[config.mk]
export PLATFORM = sky130hd
export DESIGN_NAME = vdp_vram_arbiter_flat
export DESIGN_NICKNAME = d
export VERILOG_FILES = /design/src/rtl/vdp_vram_arbiter_if.sv /design/src/rtl/vdp_vram_arbiter.sv /design/src/flat_wrapper.sv
export SDC_FILE = /design/constraint.sdc
export NUM_CORES = 1
export LEC_CHECK = 0
export CELL_PAD_IN_SITES_DETAIL_PLACEMENT = 0
export CELL_PAD_IN_SITES_GLOBAL_PLACEMENT = 2
export CORE_ASPECT_RATIO = 0.5
export CORE_MARGIN = 3
export CORE_UTILIZATION = 32
export CTS_CLUSTER_DIAMETER = 150
export DETAILED_ROUTE_END_ITERATION = 10
export DONT_BUFFER_PORTS = 1
export GPL_TIMING_DRIVEN = 0
export PLACE_DENSITY = 0.83
export SLEW_MARGIN = 20
export SYNTH_ARGS = -nofsm -noshare
export SYNTH_HDL_FRONTEND = slang
export SYNTH_SLANG_ARGS = --single-unit
[constraint.sdc]
create_clock -name clk -period 1.8 [get_ports clk]
set_clock_uncertainty 0.05 [all_clocks]
set_input_delay 0.27 -clock clk [delete_from_list [all_inputs] [get_ports clk]]
set_output_delay 0.27 -clock clk [all_outputs]
set_load 0.03 [all_outputs]
[src/rtl/vdp_vram_arbiter_if.sv]
// Bus bundle between the VRAM arbiter and its requesters / VRAM array.
// Latency: none (wires only).
// Backpressure: carried by spr_ack, cpu_ack and cpu_busy.
interface vdp_vram_arbiter_if;
    logic        active;
    logic [2:0]  slot;
    logic [13:0] bg_a;
    logic        spr_req;
    logic [13:0] spr_a;
    logic        spr_ack;
    logic        cpu_req;
    logic        cpu_we;
    logic [13:0] cpu_a;
    logic [7:0]  cpu_wd;
    logic        cpu_ack;
    logic [7:0]  cpu_rd;
    logic        cpu_busy;
    logic [13:0] vram_a;
    logic        vram_we;
    logic [7:0]  vram_wd;
    logic [7:0]  vram_d;

    modport slave (
        input  active, slot, bg_a, spr_req, spr_a, cpu_req, cpu_we, cpu_a, cpu_wd, vram_d,
        output spr_ack, cpu_ack, cpu_rd, cpu_busy, vram_a, vram_we, vram_wd
    );

    modport master (
        output active, slot, bg_a, spr_req, spr_a, cpu_req, cpu_we, cpu_a, cpu_wd, vram_d,
        input  spr_ack, cpu_ack, cpu_rd, cpu_busy, vram_a, vram_we, vram_wd
    );
endinterface

[src/rtl/vdp_vram_arbiter.sv]
// Single-port VRAM arbiter: background fetch, sprite reads and CPU accesses.
// Latency: address registered at grant edge, data/ack one cycle after that.
// Backpressure: sprite holds spr_req until spr_ack; CPU waits while cpu_busy.
module vdp_vram_arbiter (
    input  logic              clk,
    input  logic              rst_n,
    vdp_vram_arbiter_if.slave bus
);
    typedef enum logic [1:0] {CPU_IDLE, CPU_PEND, CPU_ISSUED} cpu_state_t;
    typedef enum logic [1:0] {GNT_BG, GNT_SPR, GNT_CPU} gnt_t;

    cpu_state_t  state_q, state_d;
    gnt_t        gnt;
    logic [13:0] cpu_a_q;
    logic        cpu_we_q;
    logic [7:0]  cpu_wd_q;
    logic        spr_inflight;
    logic        spr_issued;
    logic        rr_cpu;
    logic        ack_rd;
    logic        spr_pend;
    logic        cpu_pend;

    assign spr_pend = bus.spr_req && !spr_inflight;
    assign cpu_pend = (state_q == CPU_PEND);

    // Active display: only slots 2 and 7 are free for SPR/CPU; blanking is round-robin.
    always_comb begin
        gnt = GNT_BG;
        if (bus.active) begin
            if (bus.slot == 3'd2) begin
                if (spr_pend)      gnt = GNT_SPR;
                else if (cpu_pend) gnt = GNT_CPU;
            end else if (bus.slot == 3'd7) begin
                if (cpu_pend)      gnt = GNT_CPU;
                else if (spr_pend) gnt = GNT_SPR;
            end
        end else if (cpu_pend && (rr_cpu || !spr_pend)) begin
            gnt = GNT_CPU;
        end else if (spr_pend) begin
            gnt = GNT_SPR;
        end
    end

    always_comb begin
        state_d = state_q;
        case (state_q)
            CPU_IDLE:   if (bus.cpu_req) state_d = CPU_PEND;
            CPU_PEND:   if (gnt == GNT_CPU) state_d = CPU_ISSUED;
            default:    state_d = CPU_IDLE;
        endcase
    end

    // The ack cycle counts as busy so back-to-back transactions show no gap.
    assign bus.cpu_busy = (state_q != CPU_IDLE) || bus.cpu_ack;

    always_ff @(posedge clk) begin
        if (!rst_n) begin
            state_q      <= CPU_IDLE;
            cpu_a_q      <= '0;
            cpu_we_q     <= 1'b0;
            cpu_wd_q     <= '0;
            spr_inflight <= 1'b0;
            spr_issued   <= 1'b0;
            rr_cpu       <= 1'b1;
            ack_rd       <= 1'b0;
            bus.vram_a   <= '0;
            bus.vram_we  <= 1'b0;
            bus.vram_wd  <= '0;
            bus.spr_ack  <= 1'b0;
            bus.cpu_ack  <= 1'b0;
            bus.cpu_rd   <= '0;
        end else begin
            state_q <= state_d;
            if (state_q == CPU_IDLE && bus.cpu_req) begin
                cpu_a_q  <= bus.cpu_a;
                cpu_we_q <= bus.cpu_we;
                cpu_wd_q <= bus.cpu_wd;
            end

            case (gnt)
                GNT_CPU: bus.vram_a <= cpu_a_q;
                GNT_SPR: bus.vram_a <= bus.spr_a;
                default: bus.vram_a <= bus.bg_a;
            endcase
            bus.vram_we <= (gnt == GNT_CPU) && cpu_we_q;
            bus.vram_wd <= ((gnt == GNT_CPU) && cpu_we_q) ? cpu_wd_q : 8'h00;

            spr_issued  <= (gnt == GNT_SPR);
            bus.spr_ack <= spr_issued;
            if (gnt == GNT_SPR)   spr_inflight <= 1'b1;
            else if (bus.spr_ack) spr_inflight <= 1'b0;

            if (!bus.active && gnt != GNT_BG) rr_cpu <= !rr_cpu;

            // Read data arrives with the ack; capture it at the end of that cycle.
            bus.cpu_ack <= (state_q == CPU_ISSUED);
            ack_rd      <= (state_q == CPU_ISSUED) && !cpu_we_q;
            if (bus.cpu_ack && ack_rd) bus.cpu_rd <= bus.vram_d;
        end
    end
endmodule

[src/flat_wrapper.sv]
// flat-port wrapper written by rule: the top's interface ports become plain ports
module vdp_vram_arbiter_flat 
  (clk, rst_n, bus_active, bus_slot, bus_bg_a, bus_spr_req, bus_spr_a, bus_cpu_req, bus_cpu_we, bus_cpu_a, bus_cpu_wd, bus_vram_d, bus_spr_ack, bus_cpu_ack, bus_cpu_rd, bus_cpu_busy, bus_vram_a, bus_vram_we, bus_vram_wd);
  vdp_vram_arbiter_if bus_i ();
  input  logic clk;
  input  logic rst_n;
  input wire logic [$bits(bus_i.active)-1:0] bus_active;
  input wire logic [$bits(bus_i.slot)-1:0] bus_slot;
  input wire logic [$bits(bus_i.bg_a)-1:0] bus_bg_a;
  input wire logic [$bits(bus_i.spr_req)-1:0] bus_spr_req;
  input wire logic [$bits(bus_i.spr_a)-1:0] bus_spr_a;
  input wire logic [$bits(bus_i.cpu_req)-1:0] bus_cpu_req;
  input wire logic [$bits(bus_i.cpu_we)-1:0] bus_cpu_we;
  input wire logic [$bits(bus_i.cpu_a)-1:0] bus_cpu_a;
  input wire logic [$bits(bus_i.cpu_wd)-1:0] bus_cpu_wd;
  input wire logic [$bits(bus_i.vram_d)-1:0] bus_vram_d;
  output wire logic [$bits(bus_i.spr_ack)-1:0] bus_spr_ack;
  output wire logic [$bits(bus_i.cpu_ack)-1:0] bus_cpu_ack;
  output wire logic [$bits(bus_i.cpu_rd)-1:0] bus_cpu_rd;
  output wire logic [$bits(bus_i.cpu_busy)-1:0] bus_cpu_busy;
  output wire logic [$bits(bus_i.vram_a)-1:0] bus_vram_a;
  output wire logic [$bits(bus_i.vram_we)-1:0] bus_vram_we;
  output wire logic [$bits(bus_i.vram_wd)-1:0] bus_vram_wd;
  assign bus_i.active = bus_active;
  assign bus_i.slot = bus_slot;
  assign bus_i.bg_a = bus_bg_a;
  assign bus_i.spr_req = bus_spr_req;
  assign bus_i.spr_a = bus_spr_a;
  assign bus_i.cpu_req = bus_cpu_req;
  assign bus_i.cpu_we = bus_cpu_we;
  assign bus_i.cpu_a = bus_cpu_a;
  assign bus_i.cpu_wd = bus_cpu_wd;
  assign bus_i.vram_d = bus_vram_d;
  assign bus_spr_ack = bus_i.spr_ack;
  assign bus_cpu_ack = bus_i.cpu_ack;
  assign bus_cpu_rd = bus_i.cpu_rd;
  assign bus_cpu_busy = bus_i.cpu_busy;
  assign bus_vram_a = bus_i.vram_a;
  assign bus_vram_we = bus_i.vram_we;
  assign bus_vram_wd = bus_i.vram_wd;
  vdp_vram_arbiter u_core (.clk(clk), .rst_n(rst_n), .bus(bus_i));
endmodule
==> results_dict.tcl <==
set metrics [dict create \
    clk_path_buf_depth 2 \
    timing.rr.start "u_core.spr_inflight" \
    drv_cap 0 \
    synth_seq_cells 62 \
    die_area_sq_um 9270 \
    holdPathEnd "u_core.cpu_wd_q[7]" \
    finalHoldViolations 0 \
    cp_data_required_time_ns 1.97 \
    reg2reg_depth 8 \
    r2r-end "u_core.bus.vram_a[10]" \
    row_count 22 \
    synth_nets 345 \
    finalWirelength_microns 6520 \
    rsz0062_at_grt "true" \
    slew_violations 0 \
    async_reset_ff_share_pct 0 \
    num_io_pins 101 \
    n_fill_cell 750 \
    ys.flop_type "dfxtp_1" \
    fmax_ghz 0.535 \
    drive_gt1_share_pct 41.3 \
    route.detailed.drc 0 \
    worstHoldPathType "input pin to flop" \
    synth_cell_types 32 \
    diodes 0 \
    cp-end-kind "flop" \
    clockRootBuffer "clkbuf_16" \
    min_path_cells 2 \
    grt_overflow 0 \
    synth_edf_count 0 \
    place_congestion 0.739 \
    die_h_microns 69.6 \
    regArea_sq_um 1250 \
    slowest_stage "a311o_1" \
    numClockSinks 62 \
    start_kind "flop" \
    worstPathMaxFanout 4 \
    cts_inserted_buffers 9 \
    place_ws_ns -0.286 \
    initial_utilization_pct 34.1 \
    outcome "finished with violations" \
    grt_use_total_pct 14.5 \
    worst_pin_slew_ns 0.402 \
    ir_drop_v 0.000402 \
    multiInputGateArea_sq_um 1400 \
    utilization_pct 44.4 \
    drt_pre_antenna_iters 4 \
    drtIter0Drc 46 \
    ys.warnings.count 0 \
    viasPerCell 4.61 \
    nets 363 \
    antenna_found_initial 0 \
    p_per_area_nw_per_um2 1140 \
    coreArea_sq_um 7600 \
    power.leakage_nw 1.25 \
    cts.clk_slew.worst_paths_ns 0.05 \
    netlist_instances 275 \
    crit_chain "nor2b_4 > nand2b_4 > a311o_1 > ha_4 > buf_4 > a22oi_1 > o21ai_2 > and2_1" \
    wl_per_cell_microns 16.0 \
    period_minus_slack_ns 1.87 \
    ant_nets 0 \
    crit_family "compound AO/OA/AOI/OAI gates" \
    fin_ws_ns -0.0694 \
    route.vias.total 1872 \
    fp.dieW_microns 133 \
    grt_pass1_vias 1913 \
    fin_crit_sh_pct 104 \
    hpwl_microns 4590 \
    regToRegSetupSlack_ns -0.07 \
    grt_pass1_wl_microns 10100 \
    min-delay-start "bus_cpu_wd[7]" \
    crit_type "flop to flop" \
    relSlewSlack_pct 73.2 \
    syn_avg_cell_area_sq_um 9.42 \
    path_buf_inv 1 \
    syn_to_final_growth_pct 30.1 \
    critical-path-max-stage-delay_ns 0.40 \
    port-buffer-count 0 \
    setup_viol 14 \
    worstPathArrival_ns 2.04 \
    grt_max_degree 11 \
    syn_area_sq_um 2590 \
    htreeDepth 3 \
    violations "negative setup slack" \
    clkLatencyLatePin_ns 0.33 \
    seq_area_frac_synth_pct 47.9 \
    fin_hold_ws_ns 0.0274 \
    cts_tree "built" \
    setup_tns_ns -0.591 \
]
[metal layers]
layer / routed length [microns] / up-vias / part of all wire (%) / GRT usage (%)
met2: 3180 / 42 / 49 / 22.7
met3: 501 / 8 / 7.7 / 7.68
met5: 0 / - / 0 / 0
met1: 2750 / 862 / 42 / 16.7
li1: - / 960 / - / -
met4: 90 / 0 / 1.4 / 5.82
[cell usage in the layout (no fill, tap or decap), types with 3 or more instances in the layout]
master	count
o21ai_2	13
a21boi_2	20
dfxtp_1	59
a21boi_1	11
nand2_1	41
buf_12	3
buf_6	4
clkbuf_16	9
and2_1	24
buf_4	7
nor2b_1	3
nand3_1	11
nand2_2	29
clkbuf_1	6
a22oi_1	3
clkinv_2	3
a22oi_2	11
[worst max-delay path by stage]
| stage | start | end | slack [ns] | depth (start not counted) |
|---|---|---|---|---|
| after floorplan | u_core.state_q[1] | u_core.bus.vram_a[0] | 0.0004 | 9 |
| after global placement | u_core.state_q[1] | u_core.bus.vram_a[12] | -0.22 | 9 |
| after detailed placement | u_core.state_q[1] | u_core.bus.vram_a[1] | -0.29 | 9 |
| after CTS | u_core.spr_inflight | u_core.bus.vram_a[3] | -0.03 | 9 |
| after global routing | u_core.spr_inflight | u_core.bus.vram_a[10] | -0.13 | 8 |
| final | u_core.spr_inflight | u_core.bus.vram_a[10] | -0.07 | 8 |
[report_power, final]
| group | switching [mW] | leakage, nW | internal, mW |
|---|---|---|---|
| logic | 0.272 | 0.592 | 0.288 |
| clock network | 0.582 | 0.152 | 1.14 |
| registers | 0.107 | 0.508 | 1.45 |
[synth_stat cells, types with 2 or more instances]
library cell  instances  area share, %
dfxtp_1              62             48
nand2_1              50            7.2
and2_1               24            5.8
a21boi_2             20            8.7
nand2_2              20            4.8
o21ai_1              15            2.9
a22oi_1              14            4.1
a21boi_1             11            3.2
nand3_1              11            2.1
buf_2                 8            1.5
clkbuf_1              8            1.2
nand2b_1              4           0.97
nor2b_1               4           0.97
ha_1                  3            1.4
and3_1                2           0.48
buf_12                2            1.5
or3_1                 2           0.48
[sequential cells by signal, indices dropped and copies added, names as in the netlist]
register and flops:
u_core.rr_cpu 1, u_core.spr_issued 1, u_core.state_q 2, u_core.cpu_wd_q 8, u_core.bus.cpu_ack 1, u_core.bus.spr_ack 1
u_core.bus.vram_we 1, u_core.spr_inflight 1, u_core.bus.vram_a 14, u_core.cpu_a_q 14, u_core.ack_rd 1, u_core.bus.cpu_rd 8
u_core.cpu_we_q 1, u_core.bus.vram_wd 8
[layout make-up]
| cell class | instances | share of cell area [%] |
|---|---|---|
| Clock inverter | 4 | 1.34 |
| Tap cell | 108 | 4.01 |
| Inverter | 1 | 0.111 |
| Sequential cell | 62 | 37.0 |
| Buffer | 16 | 4.20 |
| Clock buffer | 12 | 7.61 |
| Timing Repair Buffer | 11 | 4.12 |
| Multi-Input combinational cell | 192 | 41.6 |
[stage by stage]
step / cell area, sq um / power [mW] / instances
2_1_floorplan: 2620 / 1.87 / 275
3_3_place_gp: 2750 / 1.95 / 383
3_5_place_dp: 2750 / 1.96 / 383
4_1_cts: 3250 / 3.83 / 404
5_1_grt: 3370 / 4.00 / 406
6_report: 3370 / 3.83 / 406
[cell families (layout without fill, tap and decap cells)]
family	count (synthesis)	in the layout	synth area share (%)
AOI/OAI and AO/OA	66	66	20.8
and+or+nand+nor	122	122	24.5
buffers and inverters	21	44	4.98
muxes	1	1	0.386
DFF	62	62	47.9
adders and majority gates	3	3	1.45
[repair_timing]
| action | CTS | global route |
|---|---|---|
| hold buffers | 0 | 0 |
| buffers inserted | 6 | 3 |
| pin swaps | 5 | 18 |
| cloned | 2 | 0 |
| gates resized for setup | 32 | 26 |
| endpoints found under the setup margin | 26 | 23 |
No activity file was read; power rests on OpenSTA's default activity.
